File: src/rtl/alarm_bank.sv
// Multi-slot alarm clock controller: slot registers, match, ring/snooze FSM.
// Optional snooze support is built when ALARM_BANK_SNOOZE_EN is defined.
module alarm_bank #(
    parameter  int NUM_ALARMS       = 4,
    parameter  int SNOOZE_MIN       = 5,
    parameter  int RING_TIMEOUT_MIN = 10,
    localparam int IDX_W            = $clog2(NUM_ALARMS)
) (
    input  logic                  clk,
    input  logic                  rst,
    input  logic                  min_tick,
    input  logic [4:0]            cur_h,
    input  logic [5:0]            cur_m,
    input  logic                  wr_en,
    input  logic [IDX_W-1:0]      wr_idx,
    input  logic [4:0]            wr_h,
    input  logic [5:0]            wr_m,
    input  logic                  wr_arm,
    input  logic                  ack,
    input  logic                  snooze,
    output logic                  ringing,
    output logic [IDX_W-1:0]      ring_idx,
    output logic [NUM_ALARMS-1:0] armed,
    output logic                  snoozing
);

    typedef enum logic [1:0] {
        S_IDLE   = 2'd0,
`ifdef ALARM_BANK_SNOOZE_EN
        S_SNOOZE = 2'd2,
`endif
        S_RING   = 2'd1
    } state_t;

    localparam logic [3:0] RING_LIM = 4'(RING_TIMEOUT_MIN);

    logic [4:0]            slot_h [NUM_ALARMS];
    logic [5:0]            slot_m [NUM_ALARMS];
    logic [NUM_ALARMS-1:0] arm_q;

    state_t                state_q, state_d;
    logic [3:0]            cnt_q, cnt_d;
    logic [IDX_W-1:0]      idx_q, idx_d;

    logic                  idx_ok;
    logic                  wr_ok;
    logic [NUM_ALARMS-1:0] hit;
    logic                  any_hit;
    logic [IDX_W-1:0]      low_idx;
    logic                  drop;
    logic [3:0]            cnt_inc;

    assign idx_ok = {1'b0, wr_idx} < (IDX_W+1)'(NUM_ALARMS);
    assign wr_ok  = wr_en && idx_ok &&
                    (wr_h <= 5'd23) && (wr_m <= 6'd59);

    // Out-of-range times reject the whole write, armed flag included.
    always_ff @(posedge clk or negedge rst) begin
        if (!rst) begin
            for (int i = 0; i < NUM_ALARMS; i++) begin
                slot_h[i] <= '0;
                slot_m[i] <= '0;
            end
            arm_q <= '0;
        end else if (wr_ok) begin
            slot_h[wr_idx] <= wr_h;
            slot_m[wr_idx] <= wr_m;
            arm_q[wr_idx]  <= wr_arm;
        end
    end

    always_comb begin
        hit = '0;
        for (int i = 0; i < NUM_ALARMS; i++) begin
            hit[i] = arm_q[i] &&
                     (slot_h[i] == cur_h) &&
                     (slot_m[i] == cur_m);
        end
    end

    // Scan downward so the lowest matching slot is the one kept.
    always_comb begin
        low_idx = '0;
        for (int i = NUM_ALARMS - 1; i >= 0; i--) begin
            if (hit[i]) begin
                low_idx = IDX_W'(i);
            end
        end
    end

    assign any_hit = |hit;
    assign drop    = wr_ok && !wr_arm && (wr_idx == idx_q);
    assign cnt_inc = cnt_q + 4'd1;

    always_comb begin
        state_d = state_q;
        cnt_d   = cnt_q;
        idx_d   = idx_q;
        unique case (state_q)
            S_IDLE: begin
                if (min_tick && any_hit) begin
                    state_d = S_RING;
                    cnt_d   = '0;
                    idx_d   = low_idx;
                end
            end
            S_RING: begin
                if (ack || drop) begin
                    state_d = S_IDLE;
                    cnt_d   = '0;
`ifdef ALARM_BANK_SNOOZE_EN
                end else if (snooze) begin
                    state_d = S_SNOOZE;
                    cnt_d   = '0;
`endif
                end else if (min_tick) begin
                    if (cnt_inc == RING_LIM) begin
                        state_d = S_IDLE;
                        cnt_d   = '0;
                    end else begin
                        cnt_d   = cnt_inc;
                    end
                end
            end
`ifdef ALARM_BANK_SNOOZE_EN
            S_SNOOZE: begin
                if (ack || drop) begin
                    state_d = S_IDLE;
                    cnt_d   = '0;
                end else if (snooze) begin
                    cnt_d   = cnt_q;
                end else if (min_tick) begin
                    if (cnt_inc == 4'(SNOOZE_MIN)) begin
                        state_d = S_RING;
                        cnt_d   = '0;
                    end else begin
                        cnt_d   = cnt_inc;
                    end
                end
            end
`endif
            default: begin
                state_d = S_IDLE;
                cnt_d   = '0;
            end
        endcase
    end

    always_ff @(posedge clk or negedge rst) begin
        if (!rst) begin
            state_q <= S_IDLE;
            cnt_q   <= '0;
            idx_q   <= '0;
        end else begin
            state_q <= state_d;
            cnt_q   <= cnt_d;
            idx_q   <= idx_d;
        end
    end

    assign ringing  = (state_q == S_RING);
    assign ring_idx = idx_q;
    assign armed    = arm_q;

`ifdef ALARM_BANK_SNOOZE_EN
    assign snoozing = (state_q == S_SNOOZE);
`else
    assign snoozing = 1'b0;

    logic unused_snz;
    assign unused_snz = ^{snooze, 4'(SNOOZE_MIN)};
`endif

endmodule

File: config.mk
export PLATFORM = sky130hd
export DESIGN_NAME = alarm_bank
export DESIGN_NICKNAME = d
export VERILOG_FILES = /design/src/rtl/alarm_bank.sv
export SDC_FILE = /design/constraint.sdc
export NUM_CORES = 1
export LEC_CHECK = 0
export ABC_CLOCK_PERIOD_IN_PS = 1800
export BUFFER_PORTS_ARGS = -buffer_cell sky130_fd_sc_hd__buf_2
export CORE_MARGIN = 2
export CORE_UTILIZATION = 50
export DETAILED_ROUTE_END_ITERATION = 16
export GPL_TIMING_DRIVEN = 0
export PLACE_DENSITY_LB_ADDON = 0.12
export SYNTH_ARGS = -nofsm -noshare
export SYNTH_HDL_FRONTEND = slang
export SYNTH_SLANG_ARGS = --single-unit
File: constraint.sdc
create_clock -name clk -period 1.8 [get_ports clk]
set_input_delay 0.18 -clock clk [delete_from_list [all_inputs] [get_ports clk]]
set_output_delay 0.18 -clock clk [all_outputs]
set_load 0.02 [all_outputs]
Yosys cells after proc, flatten, opt, wreduce, memory -nomap -nowiden:

Cells that the tools add are included.

* register bits after elaboration: 56
* input bits: 31
* output and inout port bits: 8
* logic and storage cells: 79

* add/subtract/negate cells: 1
* order comparisons: 6
* eq/ne operators: 14
* multiplexer cells: 23
* bitwise operators: 1
* reductions and logical operators: 22

Operators by type and width (count)
* 24-bit bitwise mux: 1
* 6-bit == test: 4
* 20-bit bitwise mux: 1
* 5-bit == test: 4
* 2-bit two-way mux: 8
* 4-bit two-way mux: 4
* 1-bit logical AND: 15
* 6-bit demux with 2-bit select: 1
* 5-bit demux with 2-bit select: 1
* 4-bit case mux with 2 select lines: 1
* 6-bit less-or-equal comparator (second input constant): 1
* 6-bit two-way mux: 1
* 5-bit less-or-equal comparator (second input constant): 1
* 5-bit two-way mux: 1
* 4-bit by 1-bit adder with 4-bit output (second input constant): 1
* 4-bit bitwise mux: 1
* 4-bit == test (second input constant): 1
* 2-bit case mux with 2 select lines: 1
* 2-bit AND reduction: 2
* 4-bit OR reduction: 1
* 3-bit >= comparator (second input constant): 1
* 2-bit by 3-bit less-than comparator with 1-bit output (second input constant): 1
* 3-bit by 1-bit less-than comparator with 1-bit output (second input constant): 1
* 3-bit by 1-bit inequality test with 1-bit output (second input constant): 1
* 12 further kinds: 12

Logic depth before layout (Yosys ltp):

Gate-level depths: netlist (run 1).

* depth in word-level cells: 8
* depth in mapped cells: 7

Worst setup path before layout (run 1):

OpenSTA, ideal clock, no wires.

* kind: flip-flop to flip-flop
* start: register idx_q[0] (netlist: ring_idx[0])
* end: register cnt_q[3]
* arrival: 1.633 ns
* required time: 1.676 ns
* setup slack: 0.043 ns
* cell stages (with the launch flop): 7
* path buffers: 0
* clock period less this slack: 1.757 ns
* cells stage by stage: dfrtp_1 > xor2_1 > or3_1 > o211a_4 > o21ai_4 > nor4b_1 > a211o_1

* cells in the longest elaborated chain, start to end: 5

Ends and longest elaborated chain
* from (decl): line 43 `logic [IDX_W-1:0] idx_q, idx_d;`
* from (signal assigned): line 157 `idx_q <= idx_d;`
* 2-bit == test (*): line 92 `assign drop = wr_ok && !wr_arm && (wr_idx == idx_q);`
* 1-bit logical AND (*): line 92
* 1-bit logical OR (*): line 108 `if (ack || drop) begin`
* 4-bit two-way mux / 3-bit by 2-bit inequality test with 1-bit output (equally long branches)
* 4-bit case mux with 2 select lines / 2-bit AND reduction (equally long branches)
* to (signal assigned): line 156 `cnt_q <= cnt_d;`
* to (decl): line 42 `logic [3:0] cnt_q, cnt_d;`

Mark *: on every way between the ends. The rest lies on a longest branch, timed or not.
A chain may end at the register's enable or synchronous reset.

Final worst setup path (run 1):

* start: register slot_h[16] (netlist bit)
* end: register cnt_q[1]

* cells in the longest elaborated chain, start to end: 7

Ends and longest elaborated chain
* from (decl): line 37 `logic [4:0] slot_h [NUM_ALARMS];`
* from (signal, indexed assignment): line 66 `slot_h[wr_idx] <= wr_h;`
* 5-bit == test: line 76 `(slot_h[i] == cur_h) &&`
* 1-bit logical AND: line 75 `hit[i] = arm_q[i] &&`
* 1-bit logical AND: line 76
* 4-bit OR reduction: line 91 `assign any_hit = |hit;`
* 1-bit logical AND: line 101 `if (min_tick && any_hit) begin`
* 2-bit inequality test (no source line)
* 2-bit AND reduction (no source line)

Every way passes these cells.

==> metrics.log, run 1 <==
INFO  metric result_of_the_run = complete, no violations
INFO  metric initial_core_util = 51.0%
INFO  metric synth.lib_cells_used.distinct = 33
INFO  metric power_leakage = ~0.0015 uW
INFO  metric num_antenna_cells = 0
INFO  metric htree_num_levels = 2
INFO  metric tightest_slew = around 0.7 ns
INFO  metric crit_path_end = cnt_q[1]
INFO  metric layout_min_cycle_time = 1.77 ns
INFO  metric num_vias = roughly 1800
INFO  metric grt_antenna_before_repair = 0
INFO  metric report.final.hold_viol_count = 0
INFO  metric setup.worst_path.class = reg2reg
INFO  metric clock_pin_slew_on_the_worst_setup_and_hold_paths = 0.10 ns
INFO  metric fmax = 0.564 GHz
INFO  metric synthCells = ~230
INFO  metric finalClockSkew = 0.00351 ns
INFO  metric worstReg2RegEnd = cnt_q[1]
INFO  metric globalplace.congestion = 0.744
INFO  metric drcViolationCount = 0
INFO  metric worst_slew_margin_rel = between 50% and 60%
INFO  metric clock_tree.root_cell = sky130_fd_sc_hd__clkbuf_8
INFO  metric cp_data_required_time = 2.00 ns
INFO  metric cts.sink_count = 55
INFO  metric ioPinCount = 39
INFO  metric synth-seq-area-share = 46.4%
INFO  metric layout.nets = 301
INFO  metric detail_route.first_pass.iterations = 4
INFO  metric crit_arrival = 1.97 ns
INFO  metric core-area = about 5800 um^2
INFO  metric timing.hold.ws = 0.145 ns
INFO  metric first_global_vias = 1831
INFO  metric grt_setup_unrepaired = true
INFO  metric area_growth = 13.2%
INFO  metric grt_util_all_layers = 20.1%
INFO  metric end_kind = flip-flop
INFO  metric floorplan.die_area = 6570 um^2
INFO  metric detail-route-antenna-nets = 0
INFO  metric fraction_of_final_layout_cells_sized_beyond_drive_strength_1 = between 40% and 50%
INFO  metric report.final.setup_viol = 0
INFO  metric rrSetupSlack = roughly 0.028 ns
INFO  metric layout_commonest_cell = sky130_fd_sc_hd__dfrtp_1
INFO  metric timing.hold.worst.class = in2reg
INFO  metric syn_area = 2970 um^2
INFO  metric synth_nets = between 200 and 300
INFO  metric p_per_area = about 960 nW/um^2
INFO  metric yosys_warning_total = 0
INFO  metric dp.final_hpwl = 4220 um
INFO  metric vias_per_cell = 5.22
INFO  metric cts-root-to-sink-buffers = 2
INFO  metric fp-row-count = 28
INFO  metric worstPathMaxFanout = 4
INFO  metric crit-reg2reg-launch = slot_h[16]
INFO  metric yosys_register_bits = 55
INFO  metric grt-ovfl-total = 0
INFO  metric tritoncts = yes
INFO  metric max-vdd-ir-drop = 511 uV
INFO  metric cp_launch_type = flip-flop
INFO  metric wl = 5850 um
INFO  metric die_x = 81.0 um
INFO  metric grt_first_pass_wirelength = 9560 um
INFO  metric worst_skew_pair.late_latency = a little over 0.3 ns
INFO  metric avgRoutedWirePerCell = 17.0 um
INFO  metric cts_made_buffers = 5
INFO  metric portBuffers = 25
INFO  metric post-layout-total-power = 3230 uW
INFO  metric timing.critical_path.from = slot_h[16]
INFO  metric grt_start_max_net_pins = 56
INFO  metric drt_first_iter_violations = a little over 80
INFO  metric mostFrequentLayoutCells = sky130_fd_sc_hd__dfrtp_1, sky130_fd_sc_hd__mux2_2, sky130_fd_sc_hd__xnor2_1, sky130_fd_sc_hd__buf_2, sky130_fd_sc_hd__nand4_1
INFO  metric die_h = 81.0 um
INFO  metric post_route_fraction_of_the_period_consumed_by_the_critical_path = between 90% and 100%
INFO  metric slew_violations = 0
INFO  metric postSynthAreaPerCell = 12.7 um^2
INFO  metric r2r.worst_path.cells = 6
INFO  metric timing.max_cap.violations = 0
routing by layer:
layer	global-route usage (%)	routed length (um)
met5	0	0
met4	4.58	41
met3	4.00	186
met2	32.9	2790
met1	27.7	2840
worst max-delay path, stage by stage, from the launching register on:
cell	delay, ns
sky130_fd_sc_hd__dfrtp_1	0.41
sky130_fd_sc_hd__xnor2_1	0.19
sky130_fd_sc_hd__nand4_1	0.14
sky130_fd_sc_hd__or3_4	0.43
sky130_fd_sc_hd__nand4b_4	0.12
sky130_fd_sc_hd__a21oi_4	0.08
sky130_fd_sc_hd__mux2_4	0.30
cells by family after synthesis:
logic type,synth area share [%]
XOR/XNOR,15.1
AO/OA/AOI/OAI,4.18
AND/OR/NAND/NOR,8.73
other,0.126
flip-flops,46.4
adder cells (fa/ha/maj),0.843
multiplexers,18.7
buffers and inverters,5.86
synthesized netlist by cell type:
library cell	n	area share, %
sky130_fd_sc_hd__a21oi_4	1	0.55
sky130_fd_sc_hd__nor2_1	6	0.76
sky130_fd_sc_hd__dfrtp_1	55	46
sky130_fd_sc_hd__o211a_4	1	0.59
sky130_fd_sc_hd__mux2_4	1	0.51
sky130_fd_sc_hd__ha_1	2	0.84
sky130_fd_sc_hd__nand4b_4	1	0.80
sky130_fd_sc_hd__xnor2_2	5	2.7
sky130_fd_sc_hd__o21ai_4	1	0.55
sky130_fd_sc_hd__nand3_1	4	0.67
sky130_fd_sc_hd__nand4_1	13	2.7
sky130_fd_sc_hd__mux2_2	48	18
sky130_fd_sc_hd__a22oi_1	1	0.25
sky130_fd_sc_hd__nor4b_1	1	0.30
sky130_fd_sc_hd__a22o_1	1	0.30
sky130_fd_sc_hd__o31a_2	1	0.34
sky130_fd_sc_hd__conb_1	1	0.13
sky130_fd_sc_hd__nor3b_1	2	0.51
sky130_fd_sc_hd__buf_6	11	4.2
sky130_fd_sc_hd__xnor2_1	40	12
sky130_fd_sc_hd__a31oi_1	1	0.21
sky130_fd_sc_hd__or3_1	1	0.21
sky130_fd_sc_hd__a21o_1	1	0.25
sky130_fd_sc_hd__nor3_1	2	0.34
sky130_fd_sc_hd__nand2_1	10	1.3
sky130_fd_sc_hd__a211o_1	1	0.30
sky130_fd_sc_hd__buf_2	4	0.67
sky130_fd_sc_hd__inv_1	6	0.76
sky130_fd_sc_hd__o21ai_0	1	0.17
sky130_fd_sc_hd__buf_4	1	0.25
sky130_fd_sc_hd__xor2_1	2	0.59
sky130_fd_sc_hd__a21oi_1	4	0.67
sky130_fd_sc_hd__or3_4	3	1.1
how the worst min path moves through the flow:
| stage | depth (start not counted) | from | to | slack [ns] |
|---|---|---|---|---|
| floorplan | 0 | rst | armed[0] | -0.12 |
| global placement | 2 | wr_h[2] | slot_h[12] | 0.47 |
| detailed placement | 2 | wr_m[1] | slot_m[1] | 0.47 |
| CTS | 2 | wr_m[1] | slot_m[1] | 0.15 |
| global route | 2 | wr_h[2] | slot_h[2] | 0.14 |
| finish | 2 | wr_m[1] | slot_m[1] | 0.15 |
metrics by stage:
| step | area, um^2 | setup TNS (ns) | utilization (%) | worst slack, ns | instances |
|---|---|---|---|---|---|
| after floorplan | 2970 | 0 | - | 0.0433 | 233 |
| after global routing | 3360 | -0.0560 | 57.8 | -0.0306 | 344 |
| final | 3360 | 0 | 57.8 | 0.0277 | 344 |
| after CTS | 3310 | 0 | 56.9 | 0.0113 | 342 |
| after global placement | 3190 | -2.76 | 54.8 | -0.160 | 333 |
| after detailed placement | 3190 | -3.33 | 54.8 | -0.213 | 333 |
final cells by class:
cell class | count | area, um^2
well taps | 75 | 93.8
fillers | 526 | 2460
flip-flops and latches | 55 | 1380
repair buffers | 28 | 153
plain buffers | 16 | 151
inverters | 6 | 22.5
multi-input cells | 156 | 1460
clock buffers | 8 | 100
repair_timing:
item / 4_1_cts / 5_1_grt
buffers inserted: 1 / 1
hold endpoints to repair: 0 / 55
setup endpoints to repair: 4 / 3
gates resized for setup: 2 / 5
pin swaps: 3 / 7
hold buffers: 0 / 1
report_power, final:
| part | total, uW | switching, uW | internal, uW |
|---|---|---|---|
| sequential | 1660 | 179 | 1480 |
| combinational | 802 | 330 | 472 |
| clock | 762 | 410 | 353 |
| total | 3230 | 919 | 2310 |
registers in the layout, summed over array words and instances, names as in the netlist:
register / count
state_q: 1
armed: 4
slot_h: 20
slot_m: 24
cnt_q: 4
ring_idx: 2
Note: power is estimated with default switching activity, not from simulation.
==> inputs of run 2 (changes only) <==
Settings changed: ABC_AREA from default to 1, CORE_MARGIN 2 to 10.
==> metrics.log, run 2 <==
INFO  metric result_of_the_run = complete, no violations
INFO  metric worstHoldStart = wr_m[1]
INFO  metric wl = 7750 um
INFO  metric synth-seq-area-share = between 40% and 50%
INFO  metric synth_common_cells = sky130_fd_sc_hd__nand2_1, sky130_fd_sc_hd__dfrtp_1, sky130_fd_sc_hd__inv_1
INFO  metric hold-path-cell-count = 3
INFO  metric met2_routing_resource_usage_after_global_routing = 25.4%
INFO  metric synth_compound_gate_area_share = 11.9%
INFO  metric clock_tree.root_cell = sky130_fd_sc_hd__clkbuf_8
INFO  metric avgRoutedWirePerCell = approximately 14 um
INFO  metric worstReg2RegEnd = state_q[0]
INFO  metric hold-path-endpoint = slot_m[1]
INFO  metric ioPinCount = 39
INFO  metric globalplace.congestion = 0.834
INFO  metric layout_commonest_cell = sky130_fd_sc_hd__nand2_1
INFO  metric layout.nets = between 500 and 600
INFO  metric synth.lib_cells_used.distinct = 26
INFO  metric final_util = 57.7%
INFO  metric grt_start_max_net_pins = 56
INFO  metric reg_top3 = slot_m: 24 flops, slot_h: 20 flops
INFO  metric regMostFlops = slot_m
INFO  metric synth_simple_gate_area_share = 30.5%
INFO  metric post-synth-top-count-cell = sky130_fd_sc_hd__nand2_1
INFO  metric area_growth = 12.5%
INFO  metric drcViolationCount = 0
INFO  metric num_vias = around 2800
INFO  metric grt_util_met1 = 20.8%
INFO  metric synth-edff-count = 0
INFO  metric detail-route-antenna-nets = 0
INFO  metric synthXorXnorAreaFrac = 2.03%
INFO  metric cp_launch_type = flip-flop
INFO  metric slew_violations = 0
INFO  metric fmax = 0.635 GHz
INFO  metric max-vdd-ir-drop = 469 uV
INFO  metric core-area = 5890 um^2
INFO  metric cpPeakStageDelay = roughly 0.40 ns
INFO  metric detail_route.first_pass.iterations = 5
INFO  metric cp_data_required_time = 2.00 ns
INFO  metric die_h = 97.7 um
INFO  metric cell_with_the_most_instances_on_the_worst_path = sky130_fd_sc_hd__nand2_1
INFO  metric synthesized_area_fraction_occupied_by_adder_cells = less than 1%
INFO  metric global_route.usage.met3 = 4.27%
INFO  metric yosys_warning_total = 0
INFO  metric post_route_fraction_of_the_period_consumed_by_the_critical_path = 87.5%
INFO  metric report.final.hold_viol_count = 0
INFO  metric syn_area = 3020 um^2
INFO  metric cts_setup_buffers = 0
INFO  metric drt_first_iter_violations = 186
INFO  metric yosys_register_bits = 55
INFO  metric ys_top_cells_by_area = sky130_fd_sc_hd__dfrtp_1, sky130_fd_sc_hd__nand2_1, sky130_fd_sc_hd__o21ai_0
INFO  metric cts_made_buffers = 5
INFO  metric cp_slowest_cell = sky130_fd_sc_hd__dfrtp_1
INFO  metric worst_skew_pair.late_latency = around 0.31 ns
INFO  metric initial_core_util = 51.3%
INFO  metric end_kind = flip-flop
INFO  metric grt_setup_unrepaired = false
INFO  metric synthCells = ~430
INFO  metric grt_first_pass_wirelength = 12600 um
INFO  metric clock_pin_slew_on_the_worst_setup_and_hold_paths = 0.09 ns
INFO  metric synthFlopType = sky130_fd_sc_hd__dfrtp_1
INFO  metric cts-root-to-sink-buffers = 2
INFO  metric fraction_of_synthesized_area_in_multiplexers = 0%
INFO  metric portBuffers = 36
INFO  metric fraction_of_synthesis_flops_using_an_asynchronous_set_or_reset_pin = 100%
INFO  metric crit_arrival = 1.78 ns
INFO  metric cts.sink_count = 55
INFO  metric p_per_area = 891 nW/um^2
INFO  metric die_x = 97.7 um
INFO  metric timing.hold.worst.class = in2reg
INFO  metric postSynthAreaPerCell = 7.04 um^2
INFO  metric fin_setup_tns = 0 ns
INFO  metric number_of_flip_flops_in_the_largest_register = 24
INFO  metric first_global_vias = between 2000 and 3000
INFO  metric timing.max_cap.violations = 0
INFO  metric rrSetupSlack = 0.23 ns
INFO  metric post-layout-total-power = 3030 uW
INFO  metric crit_chain = inv_1 -> nand2_1 -> a21oi_1 -> nand2_1 -> nor2_1 -> nand2_1 -> nand2_2 -> o21ai_4 -> nand2_4 -> nand2_1 -> nand2_1 -> nand2_1
INFO  metric yosysTopAreaCell = sky130_fd_sc_hd__dfrtp_1
INFO  metric grt_antenna_before_repair = 0
INFO  metric crit-reg2reg-launch = slot_m[14]
INFO  metric tritoncts = yes
INFO  metric combinational_family_with_the_most_area_after_synthesis = simple AND/OR/NAND/NOR gates
INFO  metric mostFrequentLayoutCells = sky130_fd_sc_hd__nand2_1, sky130_fd_sc_hd__dfrtp_1, sky130_fd_sc_hd__inv_1, sky130_fd_sc_hd__o21ai_0, sky130_fd_sc_hd__buf_2
INFO  metric netlist.area_leader.share = 45.6%
INFO  metric power_leakage = 0.00187 uW
INFO  metric worst_slew_margin_rel = 57.3%
INFO  metric report.final.setup_viol = 0
INFO  metric htree_num_levels = 2
INFO  metric grt-ovfl-total = 0
INFO  metric r2r.worst_path.cells = 12
INFO  metric worstPathMaxFanout = 6
INFO  metric setup.worst_path.class = reg2reg
INFO  metric grt.busiest_layer = met2
INFO  metric fraction_of_final_layout_cells_sized_beyond_drive_strength_1 = 14.4%
INFO  metric tightest_slew = 0.641 ns
INFO  metric dp.final_hpwl = 5660 um
INFO  metric fp-row-count = 28
INFO  metric floorplan.die_area = 9550 um^2
INFO  metric layout_min_cycle_time = 1.57 ns
INFO  metric fill_count = 569
INFO  metric finalClockSkew = between 0.003 and 0.004 ns
INFO  metric grt_util_all_layers = between 15 and 20%
INFO  metric num_antenna_cells = 0
INFO  metric synth_nets = between 400 and 500
INFO  metric vias_per_cell = 5.04
## run 2: changes by cell type in the layout (fill, tap and decap cells not counted), sizes merged, moves of 12 or more
cell,previous run,this run
nor2,6,29
mux2,49,0
inv,6,63
o21ai,2,59
nand4,13,1
xnor2,45,6
nand2,10,177
## run 2: layer usage
layer | part of all wire (%) | wire [um]
met3 | 5.6 | 436
met4 | 1.4 | 108
met2 | 47 | 3620
met5 | 0 | 0
met1 | 46 | 3580
## run 2: cells by family after synthesis
group	Yosys count
flip-flops	55
adder cells (fa/ha/maj)	2
other	1
AND/OR/NAND/NOR	225
XOR/XNOR	7
buffers and inverters	72
AO/OA/AOI/OAI	67
## run 2: worst max-delay path: cells and delay by family (launching register included)
kind | cells | cell delay, ns
compound gates | 2 | 0.29
buf+inv | 1 | 0.06
flops | 1 | 0.40
simple gates | 9 | 0.70
## run 2: power by group
part	total (uW)	internal [uW]	switching, uW	leakage [uW]
combinational	750	291	460	0.00114
clock	649	261	388	0.0000371
sequential	1630	1460	170	0.000696
total	3030	2010	1020	0.00187
## run 2: worst max path at each step
stage | to | slack, ns | from
final | state_q[0] | 0.23 | slot_m[14]
after global routing | state_q[0] | 0.08 | slot_m[0]
after CTS | state_q[0] | 0.22 | slot_m[20]
after detailed placement | slot_m[8] | 0.01 | wr_m[3]
after global placement | slot_h[9] | 0.07 | wr_m[3]
after floorplan | cnt_q[3] | 0.38 | ring_idx[0]
## run 2: timing repair
item,in CTS,in global routing
resized for setup,0,0
endpoints found under the hold margin,0,18
hold buffers,0,1
## run 2: final cells by class
| cell class | instances | area [um^2] | share of cell area (%) |
|---|---|---|---|
| clock buffer | 6 | 72.6 | 2.14 |
| sequential | 55 | 1380 | 40.5 |
| timing repair buffer | 38 | 210 | 6.19 |
| inverter | 63 | 236 | 6.96 |
| multi-input combinational | 302 | 1370 | 40.3 |
| buffer | 9 | 37.5 | 1.11 |
| tap | 75 | 93.8 | 2.76 |
## run 2: through the flow
stage	instance area, um^2	setup WS [ns]	hold slack, ns	cells
6_report	3400	0.225	0.159	548
5_1_grt	3400	0.0768	0.187	548
4_1_cts	3370	0.216	0.163	546
3_5_place_dp	3290	0.00982	0.475	540
3_3_place_gp	3290	0.0734	0.466	540
2_1_floorplan	3020	0.384	-0.116	429
==> inputs of run 3 (changes only) <==
Settings changed: ABC_AREA 1 to default.
==> metrics.log, run 3 (synthesis gave the netlist of run 1 again) <==
INFO  metric globalplace.congestion = 0.769
INFO  metric avgRoutedWirePerCell = 18.1 um
INFO  metric core-area = around 5600 um^2
INFO  metric slew_violations = 0
INFO  metric tritoncts = yes
INFO  metric fill_count = 508
INFO  metric area_growth = 11.9%
INFO  metric grt_start_max_net_pins = 56
INFO  metric die_x = 97.0 um
INFO  metric die_h = 97.0 um
INFO  metric num_vias = 1779
INFO  metric portBuffers = 25
INFO  metric number_of_flip_flops_in_the_largest_register = 24
INFO  metric num_antenna_cells = 0
INFO  metric grt_setup_unrepaired = true
INFO  metric crit_chain = xor2_1 -> or3_1 -> o211a_4 -> o21ai_4 -> nor4b_1 -> a211o_1
INFO  metric cp.buffers_inverters = 0
INFO  metric placed_cell_area = approximately 3200 um^2
INFO  metric cts.sink_count = 55
INFO  metric first_global_vias = 1898
INFO  metric layout_commonest_cell = sky130_fd_sc_hd__dfrtp_1
INFO  metric timing.critical_path.from = ring_idx[0]
INFO  metric seq_area = roughly 1400 um^2
INFO  metric cts_made_buffers = 5
INFO  metric worst_skew_pair.late_latency = 0.30 ns
INFO  metric path_depth = 6
INFO  metric worstPathMaxFanout = 5
INFO  metric grt_first_pass_wirelength = 10300 um
INFO  metric final_standard_cell_area_without_fillers = 3320 um^2
INFO  metric worstReg2RegEnd = cnt_q[3]
INFO  metric dp.final_hpwl = 4680 um
INFO  metric crit_path_end = cnt_q[3]
INFO  metric fin_setup_tns = 0 ns
INFO  metric r2r.worst_path.cells = 6
INFO  metric ioPinCount = 39
INFO  metric fmax = 0.570 GHz
INFO  metric post_route_fraction_of_the_period_consumed_by_the_critical_path = 97.5%
INFO  metric p_per_area = between 900 and 1000 nW/um^2
INFO  metric tightest_slew = 1.23 ns
INFO  metric worst_slew_margin_rel = 17.7%
INFO  metric mostFrequentLayoutCells = sky130_fd_sc_hd__dfrtp_1, sky130_fd_sc_hd__mux2_2, sky130_fd_sc_hd__xnor2_1, sky130_fd_sc_hd__buf_2, sky130_fd_sc_hd__nand4_1
INFO  metric initial_core_util = approximately 53%
INFO  metric floorplan.die_area = 9410 um^2
INFO  metric result_of_the_run = complete, no violations
INFO  metric clock_pin_slew_on_the_worst_setup_and_hold_paths = 0.10 ns
INFO  metric rrSetupSlack = 0.05 ns
INFO  metric power_leakage = 0.00145 uW
INFO  metric layout.nets = 299
INFO  metric crit-reg2reg-launch = ring_idx[0]
INFO  metric drcViolationCount = 0
INFO  metric drt_first_iter_violations = 42
INFO  metric regMostFlops = slot_m
INFO  metric grt_antenna_before_repair = 0
INFO  metric grt_util_all_layers = 13.3%
INFO  metric end_kind = flip-flop
INFO  metric report.final.hold_viol_count = 0
INFO  metric max-vdd-ir-drop = 662 uV
INFO  metric fp-row-count = 27
INFO  metric detail_route.first_pass.iterations = 4
INFO  metric fraction_of_final_layout_cells_sized_beyond_drive_strength_1 = 43.8%
INFO  metric timing.hold.worst.class = in2async
INFO  metric crit_arrival = 1.95 ns
INFO  metric wl = 6140 um
INFO  metric vias_per_cell = 5.25
INFO  metric layout_min_cycle_time = between 1.5 and 2 ns
INFO  metric reg_top3 = slot_m: 24 flops, slot_h: 20 flops
INFO  metric cp_data_required_time = 1.99 ns
INFO  metric grt-ovfl-total = 0
INFO  metric clock_tree.root_cell = sky130_fd_sc_hd__clkbuf_8
INFO  metric timing.max_cap.violations = 0
INFO  metric finalClockSkew = 0.00936 ns
INFO  metric setup.worst_path.class = reg2reg
INFO  metric multiInputGateArea = 1470 um^2
INFO  metric report.final.setup_viol = 0
INFO  metric timing.critical_path.max_delay_family = compound AO/OA/AOI/OAI gates
INFO  metric cts-root-to-sink-buffers = 2
INFO  metric cp_launch_type = flip-flop
INFO  metric cp_slowest_cell = sky130_fd_sc_hd__dfrtp_1
INFO  metric htree_num_levels = 2
INFO  metric detail-route-antenna-nets = 0
INFO  metric cpPeakStageDelay = 0.42 ns
==> run 3: cell types whose count changed in the layout (fill, tap and decap cells not counted), moves of 8 or more <==
cell and change:
sky130_fd_sc_hd__xnor2_2 +11, sky130_fd_sc_hd__xnor2_1 +28, sky130_fd_sc_hd__o21ai_0 -41, sky130_fd_sc_hd__nand4_1 +12
sky130_fd_sc_hd__inv_2 -10, sky130_fd_sc_hd__nor2_1 -19, sky130_fd_sc_hd__nand3_1 -8, sky130_fd_sc_hd__nand2_1 -161
sky130_fd_sc_hd__inv_1 -47, sky130_fd_sc_hd__mux2_2 +48, sky130_fd_sc_hd__buf_6 +11, sky130_fd_sc_hd__o21ai_1 -15
==> run 3: per-stage QoR <==
stage,total power [uW],setup WS (ns),cells,utilization [%],hold slack [ns]
after global routing,3310,-0.0302,339,58.9,0.158
final,3130,0.0452,339,58.9,0.131
after floorplan,2240,0.0433,233,-,-0.116
after detailed placement,2480,-0.0743,330,56.4,0.472
after global placement,2450,-0.0715,330,56.4,0.470
after CTS,3140,0.00177,338,58.1,0.152
==> run 3: worst min path at each step <==
stage                 end    start  depth (start not counted)  slack (ns)
6_report       slot_m[15]      rst                          1        0.13
5_1_grt         slot_h[2]  wr_h[2]                          2        0.16
4_1_cts         slot_m[6]  wr_m[0]                          2        0.15
3_5_place_dp   slot_m[12]  wr_m[0]                          2        0.47
3_3_place_gp    slot_m[7]  wr_m[1]                          2        0.47
2_1_floorplan    armed[0]      rst                          0       -0.12
==> run 3: final cells by class <==
cell class | instances | share of cell area (%)
inverter | 6 | 0.678
tap | 72 | 2.71
timing repair buffer | 26 | 3.99
clock buffer | 7 | 2.30
clock inverter | 1 | 0.151
buffer | 16 | 4.56
multi-input combinational | 156 | 44.2
sequential | 55 | 41.4
==> run 3: power by group <==
group	leakage [uW]	switching, uW	internal [uW]
clock	0.0000422	379	274
combinational	0.000734	331	475
sequential	0.000669	186	1480
==> run 3: worst reg2reg max path, cell delays in order, from the launching register on <==
cell                      delay (ns)
sky130_fd_sc_hd__dfrtp_1        0.42
sky130_fd_sc_hd__xor2_1         0.14
sky130_fd_sc_hd__or3_1          0.38
sky130_fd_sc_hd__o211a_4        0.27
sky130_fd_sc_hd__o21ai_4        0.09
sky130_fd_sc_hd__nor4b_1        0.08
sky130_fd_sc_hd__a211o_1        0.26
==> run 3: repair_timing <==
| item | 4_1_cts | 5_1_grt |
|---|---|---|
| setup buffers | 0 | 1 |
| hold endpoints to repair | 0 | 0 |
| gates resized for setup | 2 | 5 |
| pin swaps | 3 | 10 |
| endpoints found under the setup margin | 2 | 3 |
| hold buffers | 0 | 0 |
| cloned | 0 | 0 |
==> run 3: routing by layer <==
layer / wire [um] / vias up / global-route usage (%) / share of wire [%]
met5: 0 / - / 0 / 0
li1: - / 867 / - / -
met4: 66 / 0 / 4.06 / 1.1
met3: 261 / 8 / 3.62 / 4.3
met2: 2780 / 29 / 19.6 / 45
met1: 3030 / 875 / 18.5 / 49
